$ cat src/rtl/tile_row_gen_pkg.sv
// tile_row_gen_pkg
// Shared definitions for the tile row generator: FSM state encodings,
// column count, counter width, LFSR feedback taps and default seed, plus
// a one-hot to column-index helper.
package tile_row_gen_pkg;

    typedef enum logic [1:0] {
        ST_IDLE      = 2'd0,
        ST_COUNT     = 2'd1,
        ST_WAIT_DRAW = 2'd2
    } state_e;

    localparam int          NUM_COLS     = 4;
    // Wide enough for the largest legal TICK_DIV (2^26-1).
    localparam int          CNT_W        = 26;
    // x^16 + x^14 + x^13 + x^11 + 1 -> state bits 15, 13, 12, 10
    localparam logic [15:0] LFSR_TAPS    = 16'hB400;
    localparam logic [15:0] DEFAULT_SEED = 16'hACE1;

    function automatic logic [1:0] onehot_to_col(input logic [NUM_COLS-1:0] row);
        logic [1:0] col;
        col = 2'd0;
        for (int i = 0; i < NUM_COLS; i++) begin
            if (row[i]) col = 2'(i);
        end
        return col;
    endfunction

endpackage

$ cat src/rtl/tile_row_gen_lfsr.sv
// tile_lfsr16
// Seedable 16-bit Fibonacci LFSR (x^16+x^14+x^13+x^11+1), shifting left
// with feedback into bit 0. A zero seed would lock the register, so it is
// replaced by 16'h0001.
// Ports:
//   clk_i   clock, rising edge
//   rst_i   asynchronous active-high reset, loads the seed
//   step_i  advance the sequence by one step this edge
//   low_o   two least-significant state bits (the column candidate)
module tile_lfsr16
    import tile_row_gen_pkg::*;
#(
    parameter logic [15:0] SEED = DEFAULT_SEED
) (
    input  logic       clk_i,
    input  logic       rst_i,
    input  logic       step_i,
    output logic [1:0] low_o
);

    localparam logic [15:0] SEED_SAFE = (SEED == 16'h0000) ? 16'h0001 : SEED;

    logic [15:0] lfsr_q, lfsr_d;

    always_comb begin
        lfsr_d = lfsr_q;
        if (step_i) begin
            lfsr_d = {lfsr_q[14:0], ^(lfsr_q & LFSR_TAPS)};
        end
    end

    always_ff @(posedge clk_i or posedge rst_i) begin
        if (rst_i) lfsr_q <= SEED_SAFE;
        else       lfsr_q <= lfsr_d;
    end

    assign low_o = lfsr_q[1:0];

endmodule

$ cat src/rtl/tile_row_gen.sv
// tile_row_gen
// Generates one new one-hot 4-column tile row per game tick and keeps a
// 4-deep row history. Advances are held off while the renderer is still
// drawing the previous rows (draw_pending until draw_done).
// Optional build macro TILE_ROW_SPEEDUP_EN: every 16 advances the period
// shrinks by TICK_DIV/8, floored at TICK_DIV/4.
// Ports:
//   CLOCK_50   system clock           reset      async active-high reset
//   enable     game running           draw_done  renderer finished pulse
//   tick       advance pulse          row0..row3 newest..oldest row
//   row_valid  row3 holds a real row  adv_count  advances since reset
//
// state        | meaning
// -------------+--------------------------------------------------------
// ST_IDLE      | paused, counter cleared, rows held
// ST_COUNT     | counting toward terminal count of the current period
// ST_WAIT_DRAW | period expired, waiting for draw_done before advancing
module tile_row_gen
    import tile_row_gen_pkg::*;
#(
    parameter int unsigned TICK_DIV  = 25000000,
    parameter logic [15:0] LFSR_SEED = DEFAULT_SEED
) (
    input  logic                CLOCK_50,
    input  logic                reset,
    input  logic                enable,
    input  logic                draw_done,
    output logic                tick,
    output logic [NUM_COLS-1:0] row0,
    output logic [NUM_COLS-1:0] row1,
    output logic [NUM_COLS-1:0] row2,
    output logic [NUM_COLS-1:0] row3,
    output logic                row_valid,
    output logic [15:0]         adv_count
);

    localparam logic [CNT_W-1:0] DIV = CNT_W'(TICK_DIV);

    state_e              state_q, state_d;
    logic [CNT_W-1:0]    cnt_q, cnt_d;
    logic [CNT_W-1:0]    period;
    logic                pend_q, pend_d, pend_eff;
    logic                advance;
    logic [NUM_COLS-1:0] row0_q, row1_q, row2_q, row3_q;
    logic [NUM_COLS-1:0] row0_d, row1_d, row2_d, row3_d;
    logic [NUM_COLS-1:0] new_row;
    logic                tick_q, tick_d;
    logic                valid_q, valid_d;
    logic [1:0]          fill_q, fill_d;
    logic [15:0]         adv_q, adv_d;
    logic [1:0]          cand, col;

    tile_lfsr16 #(
        .SEED   (LFSR_SEED)
    ) u_lfsr (
        .clk_i  (CLOCK_50),
        .rst_i  (reset),
        .step_i (advance),
        .low_o  (cand)
    );

    // A draw_done arriving with the terminal count already satisfies the
    // outstanding draw, so pending is judged after draw_done is applied.
    assign pend_eff = pend_q & ~draw_done;

`ifdef TILE_ROW_SPEEDUP_EN
    localparam logic [CNT_W-1:0] STEP  = CNT_W'(TICK_DIV / 8);
    localparam logic [CNT_W-1:0] FLOOR = CNT_W'(TICK_DIV / 4);

    logic [CNT_W-1:0] period_q, period_d;

    // Updated on the advance edge; the counter restarts from 0 on that same
    // edge, so the new period governs the very next count.
    always_comb begin
        period_d = period_q;
        if (advance && adv_d[3:0] == 4'd0) begin
            if (period_q < FLOOR + STEP) period_d = FLOOR;
            else                         period_d = period_q - STEP;
        end
    end

    always_ff @(posedge CLOCK_50 or posedge reset) begin
        if (reset) period_q <= DIV;
        else       period_q <= period_d;
    end

    assign period = period_q;
`else
    assign period = DIV;
`endif

    always_comb begin
        state_d = state_q;
        cnt_d   = cnt_q;
        advance = 1'b0;
        case (state_q)
            ST_IDLE: begin
                cnt_d = '0;
                if (enable) state_d = ST_COUNT;
            end
            ST_COUNT: begin
                if (!enable) begin
                    state_d = ST_IDLE;
                    cnt_d   = '0;
                end else if (cnt_q == period - 1'b1) begin
                    cnt_d = '0;
                    if (pend_eff) state_d = ST_WAIT_DRAW;
                    else          advance = 1'b1;
                end else begin
                    cnt_d = cnt_q + 1'b1;
                end
            end
            ST_WAIT_DRAW: begin
                cnt_d = '0;
                if (!enable) begin
                    state_d = ST_IDLE;
                end else if (draw_done) begin
                    advance = 1'b1;
                    state_d = ST_COUNT;
                end
            end
            default: begin
                state_d = ST_IDLE;
                cnt_d   = '0;
            end
        endcase
    end

    // Bump the candidate column when it repeats the current row0 so that
    // consecutive rows never share a column.
    always_comb begin
        col = cand;
        if (row0_q != '0 && cand == onehot_to_col(row0_q)) col = cand + 2'd1;
        new_row = NUM_COLS'(1) << col;
    end

    always_comb begin
        row0_d  = row0_q;
        row1_d  = row1_q;
        row2_d  = row2_q;
        row3_d  = row3_q;
        adv_d   = adv_q;
        fill_d  = fill_q;
        valid_d = valid_q;
        tick_d  = advance;
        pend_d  = pend_eff;
        if (advance) begin
            row3_d = row2_q;
            row2_d = row1_q;
            row1_d = row0_q;
            row0_d = new_row;
            adv_d  = adv_q + 16'd1;
            pend_d = 1'b1;
            if (fill_q == 2'd3) valid_d = 1'b1;
            else                fill_d  = fill_q + 2'd1;
        end
    end

    always_ff @(posedge CLOCK_50 or posedge reset) begin
        if (reset) begin
            state_q <= ST_IDLE;
            cnt_q   <= '0;
            pend_q  <= 1'b0;
            row0_q  <= '0;
            row1_q  <= '0;
            row2_q  <= '0;
            row3_q  <= '0;
            tick_q  <= 1'b0;
            valid_q <= 1'b0;
            fill_q  <= 2'd0;
            adv_q   <= 16'd0;
        end else begin
            state_q <= state_d;
            cnt_q   <= cnt_d;
            pend_q  <= pend_d;
            row0_q  <= row0_d;
            row1_q  <= row1_d;
            row2_q  <= row2_d;
            row3_q  <= row3_d;
            tick_q  <= tick_d;
            valid_q <= valid_d;
            fill_q  <= fill_d;
            adv_q   <= adv_d;
        end
    end

    assign tick      = tick_q;
    assign row0      = row0_q;
    assign row1      = row1_q;
    assign row2      = row2_q;
    assign row3      = row3_q;
    assign row_valid = valid_q;
    assign adv_count = adv_q;

endmodule

$ cat config.mk
export PLATFORM = sky130hd
export DESIGN_NAME = tile_row_gen
export DESIGN_NICKNAME = d
export VERILOG_FILES = /design/src/rtl/tile_row_gen_pkg.sv /design/src/rtl/tile_row_gen_lfsr.sv /design/src/rtl/tile_row_gen.sv
export SDC_FILE = /design/constraint.sdc
export NUM_CORES = 1
export LEC_CHECK = 0
export BUFFER_PORTS_ARGS = -buffer_cell sky130_fd_sc_hd__buf_2
export CORE_MARGIN = 1.5
export CORE_UTILIZATION = 30
export CTS_CLUSTER_DIAMETER = 60
export DETAILED_ROUTE_END_ITERATION = 12
export HOLD_SLACK_MARGIN = 0.1
export MAX_ROUTING_LAYER = met4
export PLACE_DENSITY = 0.45
export SYNTH_ARGS = -nofsm -noshare
export SYNTH_HDL_FRONTEND = slang
export SYNTH_SLANG_ARGS = --single-unit
$ cat constraint.sdc
create_clock -name CLOCK_50 -period 2.4 [get_ports CLOCK_50]
set_clock_uncertainty 0.2 [all_clocks]
set_input_delay 0.36 -clock CLOCK_50 [delete_from_list [all_inputs] [get_ports CLOCK_50]]
set_output_delay 0.36 -clock CLOCK_50 [all_outputs]
set_load 0.02 [all_outputs]
=== Word-level counts from Yosys, hierarchy flattened ===
Cells that the tools add are included.

* $add $sub $neg: 4
* Eq/ne operators: 9
* Shift-type cells: 1
* Multiplexer cells: 21
* Bitwise logic cells: 3
* Reduce and logical (&&, ||, !) cells: 7

{| class="wikitable"
|+ Operator list
! operator !! count
|-
| $mux 26 || 3
|-
| $add 26x1->26 const B || 1
|-
| $eq 26x25->1 const B || 1
|-
| $mux 2 || 9
|-
| $add 16x1->16 const B || 1
|-
| $reduce_xor 16->1 || 1
|-
| $ne 3x3->1 const B || 3
|-
| $mux 1 || 7
|-
| $pmux 2 s3 || 1
|-
| $add 2x1->2 const B || 2
|-
| $eq 2x2->1 const B || 2
|-
| $reduce_and 2->1 || 2
|-
| $reduce_and 4->1 || 1
|-
| $reduce_bool 4->1 || 1
|-
| $shl 1x2->4 const A || 1
|-
| $eq 2x1->1 const B || 1
|-
| $eq 2x2->1 || 1
|-
| $logic_not 2->1 || 1
|-
| $ne 2x2->1 const B || 1
|-
| $not 1->1 || 2
|-
| $pmux 1 s2 || 1
|-
| $and 1x1->1 || 1
|-
| $logic_and 1x1->1 || 1
|}

* Register bits: 81
* Input port bits: 4
* Output and inout bits: 34
* Logic and storage cells: 57

=== Depth between registers and ports, before layout ===
Gate-level depths: netlist of the first run.

* Word-level depth: 7
* Depth in mapped cells: 9
* Depth with buffers taken out: 7

=== Modules after synthesis ===
Synthesis of the first run repeated with hierarchy kept, for this count alone.

* Cell total of the unflattened synthesis: 325
* Area total of the unflattened synthesis: 3782.4 um2

{| class="wikitable"
|+ Modules (own cells, without submodules)
! module !! instances !! cells each !! area an instance (um2) !! sequential area each (um2)
|-
| tile_row_gen || 1 || 284 || 3088.0 || 1626.6
|-
| tile_lfsr16 || 1 || 41 || 694.4 || 410.4
|}

=== Worst setup path before layout of the first run ===
Ideal clock, no wire load.

* Path kind: register -> register
* From: register cnt_q[0]
* To: register row1_q[3] (netlist: row1[3])
* Setup time: 125 ps
* Arrival: 1840 ps
* Data required time: 2075 ps
* Setup slack: 236 ps
* Cell stages (with the launch flop): 9
* Path buffers: 1
* Period minus slack after synthesis: 2164 ps
* Path through: dfrtp_1 -> ha_1 -> and4_1 -> nand4_2 -> o21ai_4 -> nand2_4 -> inv_4 -> buf_6 -> mux2_2

* Longest elaborated chain between the ends: 4

{| class="wikitable"
|+ RTL lines
! what !! RTL line !! text
|-
| from (decl) || tile_row_gen.sv:40 || <nowiki>logic [CNT_W-1:0] cnt_q, cnt_d;</nowiki>
|-
| from (signal assigned) || tile_row_gen.sv:174 || <nowiki>cnt_q <= cnt_d;</nowiki>
|-
| $eq 26x25->1 || tile_row_gen.sv:105 || <nowiki>end else if (cnt_q == period - 1'b1) begin</nowiki>
|-
| $mux 1 || tile_row_gen.sv:105 ||
|-
| $mux 1 || tile_row_gen.sv:102 || <nowiki>if (!enable) begin</nowiki>
|-
| $pmux 1 s2 || tile_row_gen.sv:96 || <nowiki>case (state_q)</nowiki>
|-
| via advance || tile_row_gen.sv:43 || <nowiki>logic advance;</nowiki>
|-
| to (signal assigned) || tile_row_gen.sv:177 || <nowiki>row1_q <= row1_d;</nowiki>
|-
| to (decl) || tile_row_gen.sv:44 || <nowiki>logic [NUM_COLS-1:0] row0_q, row1_q, row2_q, row3_q;</nowiki>
|}

The timed path passes the listed nets, and every way through them passes these cells.
A chain may end at the register's enable or synchronous reset.

=== Final worst setup path of the first run ===
* From: register cnt_q[0]
* To: register row3_q[2] (netlist: row3[2])

* Longest elaborated chain between the ends: 4

{| class="wikitable"
|+ RTL lines
! what !! RTL line !! text
|-
| $eq 26x25->1 || tile_row_gen.sv:105 ||
|-
| $mux 1 || tile_row_gen.sv:105 ||
|-
| $mux 1 || tile_row_gen.sv:102 ||
|-
| $pmux 1 s2 || tile_row_gen.sv:96 ||
|-
| to (signal assigned) || tile_row_gen.sv:179 || <nowiki>row3_q <= row3_d;</nowiki>
|-
| to (decl) || tile_row_gen.sv:44 ||
|}

No other way between the ends.

==> results of run 1 <==
## cells in the mapped netlist (all sizes together) (2+ instances only)
master | count | area share
a211oi | 2 | 0.0040
a21oi | 8 | 0.011
and2 | 2 | 0.0033
and3 | 6 | 0.0099
and4 | 3 | 0.0076
buf | 7 | 0.013
clkbuf | 2 | 0.0020
dfrtp | 73 | 0.48
dfstp | 8 | 0.056
ha | 7 | 0.023
inv | 9 | 0.0096
mux2 | 30 | 0.090
nand2 | 21 | 0.023
nand3 | 19 | 0.025
nand4 | 17 | 0.030
nand4b | 2 | 0.0046
nor2 | 38 | 0.038
nor3 | 6 | 0.0080
nor4 | 5 | 0.0099
nor4b | 3 | 0.0070
o21ai | 2 | 0.0056
xnor2 | 22 | 0.051
xor2 | 22 | 0.051
## sequential cells by signal (all words and copies together) (netlist names)
signal / flops
state_q: 2
tick: 1
row2: 4
adv_count: 16
row1: 4
pend_q: 1
row_valid: 1
cnt_q: 26
fill_q: 2
u_lfsr.lfsr_q: 16
row3: 4
row0: 4
## layer usage
layer	share of wire	vias to the layer above	GRT usage
met1	0.51	1256	0.173
met2	0.45	30	0.185
li1	-	1263	-
met3	0.027	6	0.0316
met4	0.012	0	0.0444
met5	0	-	-
## metrics by stage
stage	instance area, um2	util	setup WS [ns]	hold WS, ns	total power, mW
5_1_grt	4510	0.371	0.0194	0.192	3.06
3_5_place_dp	4230	0.348	0.174	0.261	1.68
6_report	4510	0.371	0.187	0.165	2.91
3_3_place_gp	4230	0.348	0.198	0.258	1.68
2_1_floorplan	3780	-	0.236	0.252	1.59
4_1_cts	4510	0.371	0.156	0.168	2.97
## power by group through the flow
stage	clock, mW	sequential, mW	combinational (mW)
after floorplan	0	1.43	0.158
after global placement	0	1.44	0.240
final	1.26	1.41	0.234
after global routing	1.37	1.42	0.268
after CTS	1.31	1.41	0.243
after detailed placement	0	1.44	0.241
## area by class of cell
| cell class | count | area (um2) |
|---|---|---|
| inverters | 9 | 40.0 |
| fillers | 1230 | 7650 |
| clock inverters | 5 | 31.3 |
| multi-input cells | 230 | 1650 |
| clock buffers | 11 | 243 |
| well taps | 168 | 210 |
| repair buffers | 48 | 308 |
| flip-flops and latches | 81 | 2040 |
## kinds of logic after synthesis
| kind of cell | after synthesis |
|---|---|
| AND/OR/NAND/NOR | 128 |
| flip-flops | 81 |
| XOR/XNOR | 44 |
| multiplexers | 31 |
| AO/OA/AOI/OAI | 20 |
| buffers and inverters | 18 |
| adder cells (fa/ha/maj) | 7 |
## critical path, stage by stage, from the launching register on
cell and delay [ns]:
dfrtp_1 0.38, ha_1 0.23, and4_1 0.25, nand4_2 0.14, o21ai_4 0.25, nand2_4 0.08, inv_4 0.19, mux2_2 0.36
## final timing paths
check,slack [ns],from,to
hold / removal,0.16,enable,cnt_q[2]
max in group asynchronous,1.15,reset,u_lfsr.lfsr_q[13]
hold reg to reg,0.26,adv_count[15],adv_count[15]
setup reg to reg,0.19,cnt_q[0],row3[2]
min in group asynchronous,0.50,reset,cnt_q[9]
setup / recovery,0.19,cnt_q[0],row3[2]
==> impl_metrics.py, run 1 <==
metrics = {
    "outcome": {
        "outcome": "finished, final reports clean",
    },
    "place": {
        "dp.cells": 535,
        "hpwl_mm": 4.86,
        "io_buffers": 37,
        "place_congestion": 0.784,
    },
    "synth": {
        "yosys_warnings": 0,
        "synth-edff-count": 0,
        "async_flop_share": 1.00,
        "ys_ff_latch": 81,
        "ys.flop_type": "dfrtp_1",
        "synthAdderAreaFrac": 0.0232,
        "synth-simple-area-share": 0.180,
        "synth_compound_area_frac": 0.0381,
        "muxShareOfSynthArea": 0.0922,
        "syn_nets": 340,
        "yosysSeqAreaShare": 0.540,
        "syn_inst": 329,
        "ys_types": 45,
        "syn-mean-instance-area_um2": 11.5,
        "syn_area_mm2": 0.00377,
        "synth_top_family_by_area": "simple AND/OR/NAND/NOR gates",
        "synth_xor_area_frac": 0.102,
    },
    "clocking": {
        "cts_buffer_depth": 2,
        "clockRootBuffer": "clkbuf_16",
        "cts_tree": "yes",
        "insertion_delay_ns": 0.33,
        "cts_buffers": 9,
        "cts.sinks": 81,
        "h-tree-depth": 3,
        "holdBufCountCts": 1,
        "postCtsSetupRepairBufs": 0,
        "cts_resized": 0,
        "clkTransAtPathRegs_ns": 0.06,
    },
    "die": {
        "die_h_um": 115,
        "die_w_um": 115,
        "core_area_mm2": 0.0122,
        "rows": 40,
        "die_area_mm2": 0.0133,
        "num_io_pins": 38,
        "start_util": 0.310,
    },
    "global_routing": {
        "antenna_found_initial": 0,
        "grt_pass1_wl_mm": 12.8,
        "grt_util_all_layers": 0.127,
        "grt-ovfl-total": 0,
        "grt_pass1_vias": 2557,
        "grt_max_degree": 82,
    },
    "min_path": {
        "min_path_cells": 3,
        "min_path_type": "in -> reg",
    },
    "routing": {
        "drt_wl_total_mm": 7.44,
        "ant_nets": 0,
        "avgRoutedWirePerCell_um": 13.5,
        "post-route-drc-count": 0,
        "drtPass1Iterations": 4,
        "vias": 2555,
        "drt_iter0_drc": 122,
        "vias_per_cell": 4.63,
    },
    "power": {
        "p_clk_frac": 0.433,
        "p_per_area_mw_per_mm2": 644,
        "pwr-share-comb": 0.081,
        "switchingPower_uw": 710,
        "pwr-share-seq": 0.487,
        "irDropWorstVdd_mv": 0.341,
        "internal_power_mw": 2.20,
        "power_switching_share": 0.244,
        "leakagePower_nw": 2.11,
    },
    "layout": {
        "area_delta_synth_final_pct": 19.6,
        "layout_common_cells": "dfrtp_1, nor2_1, buf_2",
        "stdcell_count": 552,
        "n_antenna_cell": 0,
        "layout_commonest_cell": "dfrtp_1",
        "fin_nets": 390,
        "drive_gt1_frac": 0.281,
    },
    "timing": {
        "period_share": 0.922,
        "rsz0062_at_grt": "false",
        "finalSetupTns_ns": 0,
        "fmax_mhz": 452,
        "fin_crit_ns": 2.21,
        "slew_viol_final": 0,
        "hold_viol_final": 0,
        "setup_violations": 0,
        "worst_pin_slew_ns": 0.664,
        "slew_headroom": 0.555,
    },
    "critical_path": {
        "worstSetupEndpointType": "flip-flop",
        "cp.required_ns": 2.41,
        "cp_max_fo": 19,
        "cp-start-kind": "flip-flop",
        "crit_type": "reg -> reg",
        "ff2ff_path_depth": 7,
        "critPathArrivalTime_ns": 2.23,
    },
    "flow_run": {
        "drv_cap": 0,
    },
}
(Power assumes the default switching activity.)
==> run 2, diff against run 1 <==
- BUFFER_PORTS_ARGS: -buffer_cell sky130_fd_sc_hd__buf_2 -> -buffer_cell sky130_fd_sc_hd__buf_4
- CORE_MARGIN: 1.5 -> 2
- SYNTH_HIERARCHICAL: default -> 1
==> impl_metrics.py, run 2 <==
metrics = {
    "synth": {
        "yosysSeqAreaShare": 0.539,
        "syn_nets": 336,
        "synth-edff-count": 0,
        "yosys.cell_count.top_type": "dfrtp_1",
        "ys_ff_latch": 81,
        "ys_top_cells_by_count": "dfrtp_1, nor2_1, xnor2_1",
        "yosys.area.top_type": "dfrtp_1",
        "syn_inst": 325,
        "yosys_warnings": 6,
        "ys_types": 47,
        "synth_top_area_frac": 0.483,
        "synthTopCellsByArea": "dfrtp_1, mux2_2, dfstp_2, xnor2_1, xor2_1",
        "ys.flop_type": "dfrtp_1",
        "async_flop_share": 1.00,
        "syn-mean-instance-area_um2": 11.6,
        "syn_area_mm2": 0.00378,
    },
    "die": {
        "core_area_mm2": 0.0125,
        "die_w_um": 116,
        "die_area_mm2": 0.0135,
        "start_util": 0.303,
        "rows": 41,
        "num_io_pins": 38,
        "die_h_um": 116,
    },
    "layout": {
        "layout_commonest_cell": "dfrtp_1",
        "n_antenna_cell": 0,
        "largest_register": "cnt_q",
        "stdcell_count": 559,
        "fin_nets": 393,
        "utilization": 0.378,
        "layout_common_cells": "dfrtp_1, buf_4, nor2_1",
        "area_delta_synth_final_pct": 24.5,
        "drive_gt1_frac": 0.326,
        "largest_register_ffs": 26,
    },
    "critical_path": {
        "worstSetupEndpointType": "flip-flop",
        "critical_path.cell_chain": "ha_2 -> and3_4 -> nand3_4 -> o31ai_4 -> nand2_2 -> inv_2 -> buf_12 -> mux2_2",
        "cp_max_fo": 19,
        "cp-start-kind": "flip-flop",
        "cpPeakStageDelay_ns": 0.38,
        "critPathArrivalTime_ns": 2.29,
        "cp.required_ns": 2.42,
        "cp_slowest_cell": "dfrtp_1",
        "crit_family": "simple AND/OR/NAND/NOR gates",
        "crit_buf_inv": 2,
        "crit_type": "reg -> reg",
    },
    "outcome": {
        "outcome": "finished, final reports clean",
    },
    "timing": {
        "slew_headroom": 0.600,
        "worst_pin_slew_ns": 0.600,
        "rsz0062_at_grt": "false",
        "fmax_mhz": 441,
        "setup_violations": 0,
        "hold_viol_final": 0,
        "period_share": 0.945,
        "slew_viol_final": 0,
        "whs_ns": 0.135,
        "fin_crit_ns": 2.27,
    },
    "global_routing": {
        "grt_pass1_wl_mm": 12.6,
        "grt_max_degree": 66,
        "grt-ovfl-total": 0,
        "grt_util_all_layers": 0.124,
        "antenna_found_initial": 0,
        "grt_pass1_vias": 2535,
    },
    "flow_run": {
        "drv_cap": 0,
    },
    "routing": {
        "post-route-drc-count": 0,
        "drt_iter0_drc": 138,
        "vias": 2523,
        "drtPass1Iterations": 4,
        "vias_per_cell": 4.51,
        "ant_nets": 0,
        "drt_wl_total_mm": 7.30,
        "avgRoutedWirePerCell_um": 13.1,
    },
    "clocking": {
        "clockRootBuffer": "clkbuf_16",
        "clkTransAtPathRegs_ns": 0.06,
        "insertion_delay_ns": 0.34,
        "h-tree-depth": 3,
        "cts_buffers": 9,
        "cts_tree": "yes",
        "cts.sinks": 81,
        "cts_buffer_depth": 2,
    },
    "power": {
        "irDropWorstVdd_mv": 0.287,
        "leakagePower_nw": 2.13,
        "p_total_mw": 2.91,
        "p_per_area_mw_per_mm2": 618,
    },
    "place": {
        "dp.cells": 542,
        "place_congestion": 0.727,
        "hpwl_mm": 4.98,
        "io_buffers": 37,
    },
    "min_path": {
        "min_path_type": "in -> reg",
    },
}
==> run 2: cell count changes after synthesis, sizes merged, moves of 3 or more <==
cell / change
or3: +7
nor2: -4
nand4: -9
nor3: +6
nand2: -3
a21oi: +3
xor2: -5
o21ai: +6
==> run 2: kinds of logic (layout without fill, tap and decap cells) <==
kind of cell | count (synthesis) | after routing | synth area share
AOI/OAI and AO/OA | 32 | 32 | 0.0556
xor gates and xnor gates | 39 | 39 | 0.0903
adders and majority gates | 7 | 7 | 0.0232
buffers and inverters | 20 | 82 | 0.0314
DFF | 81 | 81 | 0.539
muxes | 30 | 30 | 0.0982
and+or+nand+nor | 116 | 116 | 0.163
==> run 2: worst register-to-register path, stage by stage (launching register included) <==
cell and delay (ns):
dfrtp_1 0.38, ha_2 0.21, and3_4 0.21, nand3_4 0.13, o31ai_4 0.26, nand2_2 0.09
inv_2 0.13, buf_12 0.18, mux2_2 0.35
==> run 2: layer usage <==
metal / GRT usage / routed length, um / part of all wire / vias to the layer above
met2: 0.188 / 3360 / 0.46 / 36
met3: 0.0270 / 274 / 0.038 / 11
met5: - / 0 / 0 / -
met1: 0.157 / 3530 / 0.48 / 1230
met4: 0.0595 / 133 / 0.018 / 0
li1: - / - / - / 1246
==> run 2: report_power, final <==
part | total (mW) | internal [mW] | leakage [nW] | switching [mW]
Clock | 1.28 | 0.707 | 0.121 | 0.575
Combinational | 0.228 | 0.0881 | 0.912 | 0.140
Sequential | 1.40 | 1.38 | 1.10 | 0.0163
Total | 2.91 | 2.18 | 2.13 | 0.731
==> run 2: area by class of cell <==
type	instances	area [um2]
clock buffers	9	225
repair buffers	57	468
flip-flops and latches	81	2040
multi-input cells	224	1680
inverters	9	33.8
well taps	172	215
clock inverters	7	55.1
fillers	1239	7760
==> run 2: timing repair <==
item                                   4_1_cts  5_1_grt
hold buffers                                 1        0
endpoints found under the hold margin       73        0
resized for setup                            0        2
setup buffers                                0        0
setup endpoints to repair                    0       17
==> run 2: per-stage QoR <==
step	worst slack (ns)	cell area, um2	TNS (ns)
2_1_floorplan	-0.0119	3820	-0.0356
3_3_place_gp	0.0908	4400	0
3_5_place_dp	0.0681	4400	0
4_1_cts	0.0775	4690	0
5_1_grt	0.00612	4710	0
6_report	0.132	4710	0
==> run 2: path summary, 6_finish.rpt <==
check	from	endpoint	slack, ns	depth (start not counted)
max in group asynchronous	reset	u_lfsr/lfsr_q[2]	1.15	3
min in group asynchronous	reset	cnt_q[19]	0.46	4
worst max-delay path	cnt_q[0]	row2[2]	0.13	8
worst max register to register	cnt_q[0]	row2[2]	0.13	8
worst min register to register	row_valid	row_valid	0.26	1
worst min-delay path	enable	state_q[1]	0.14	3
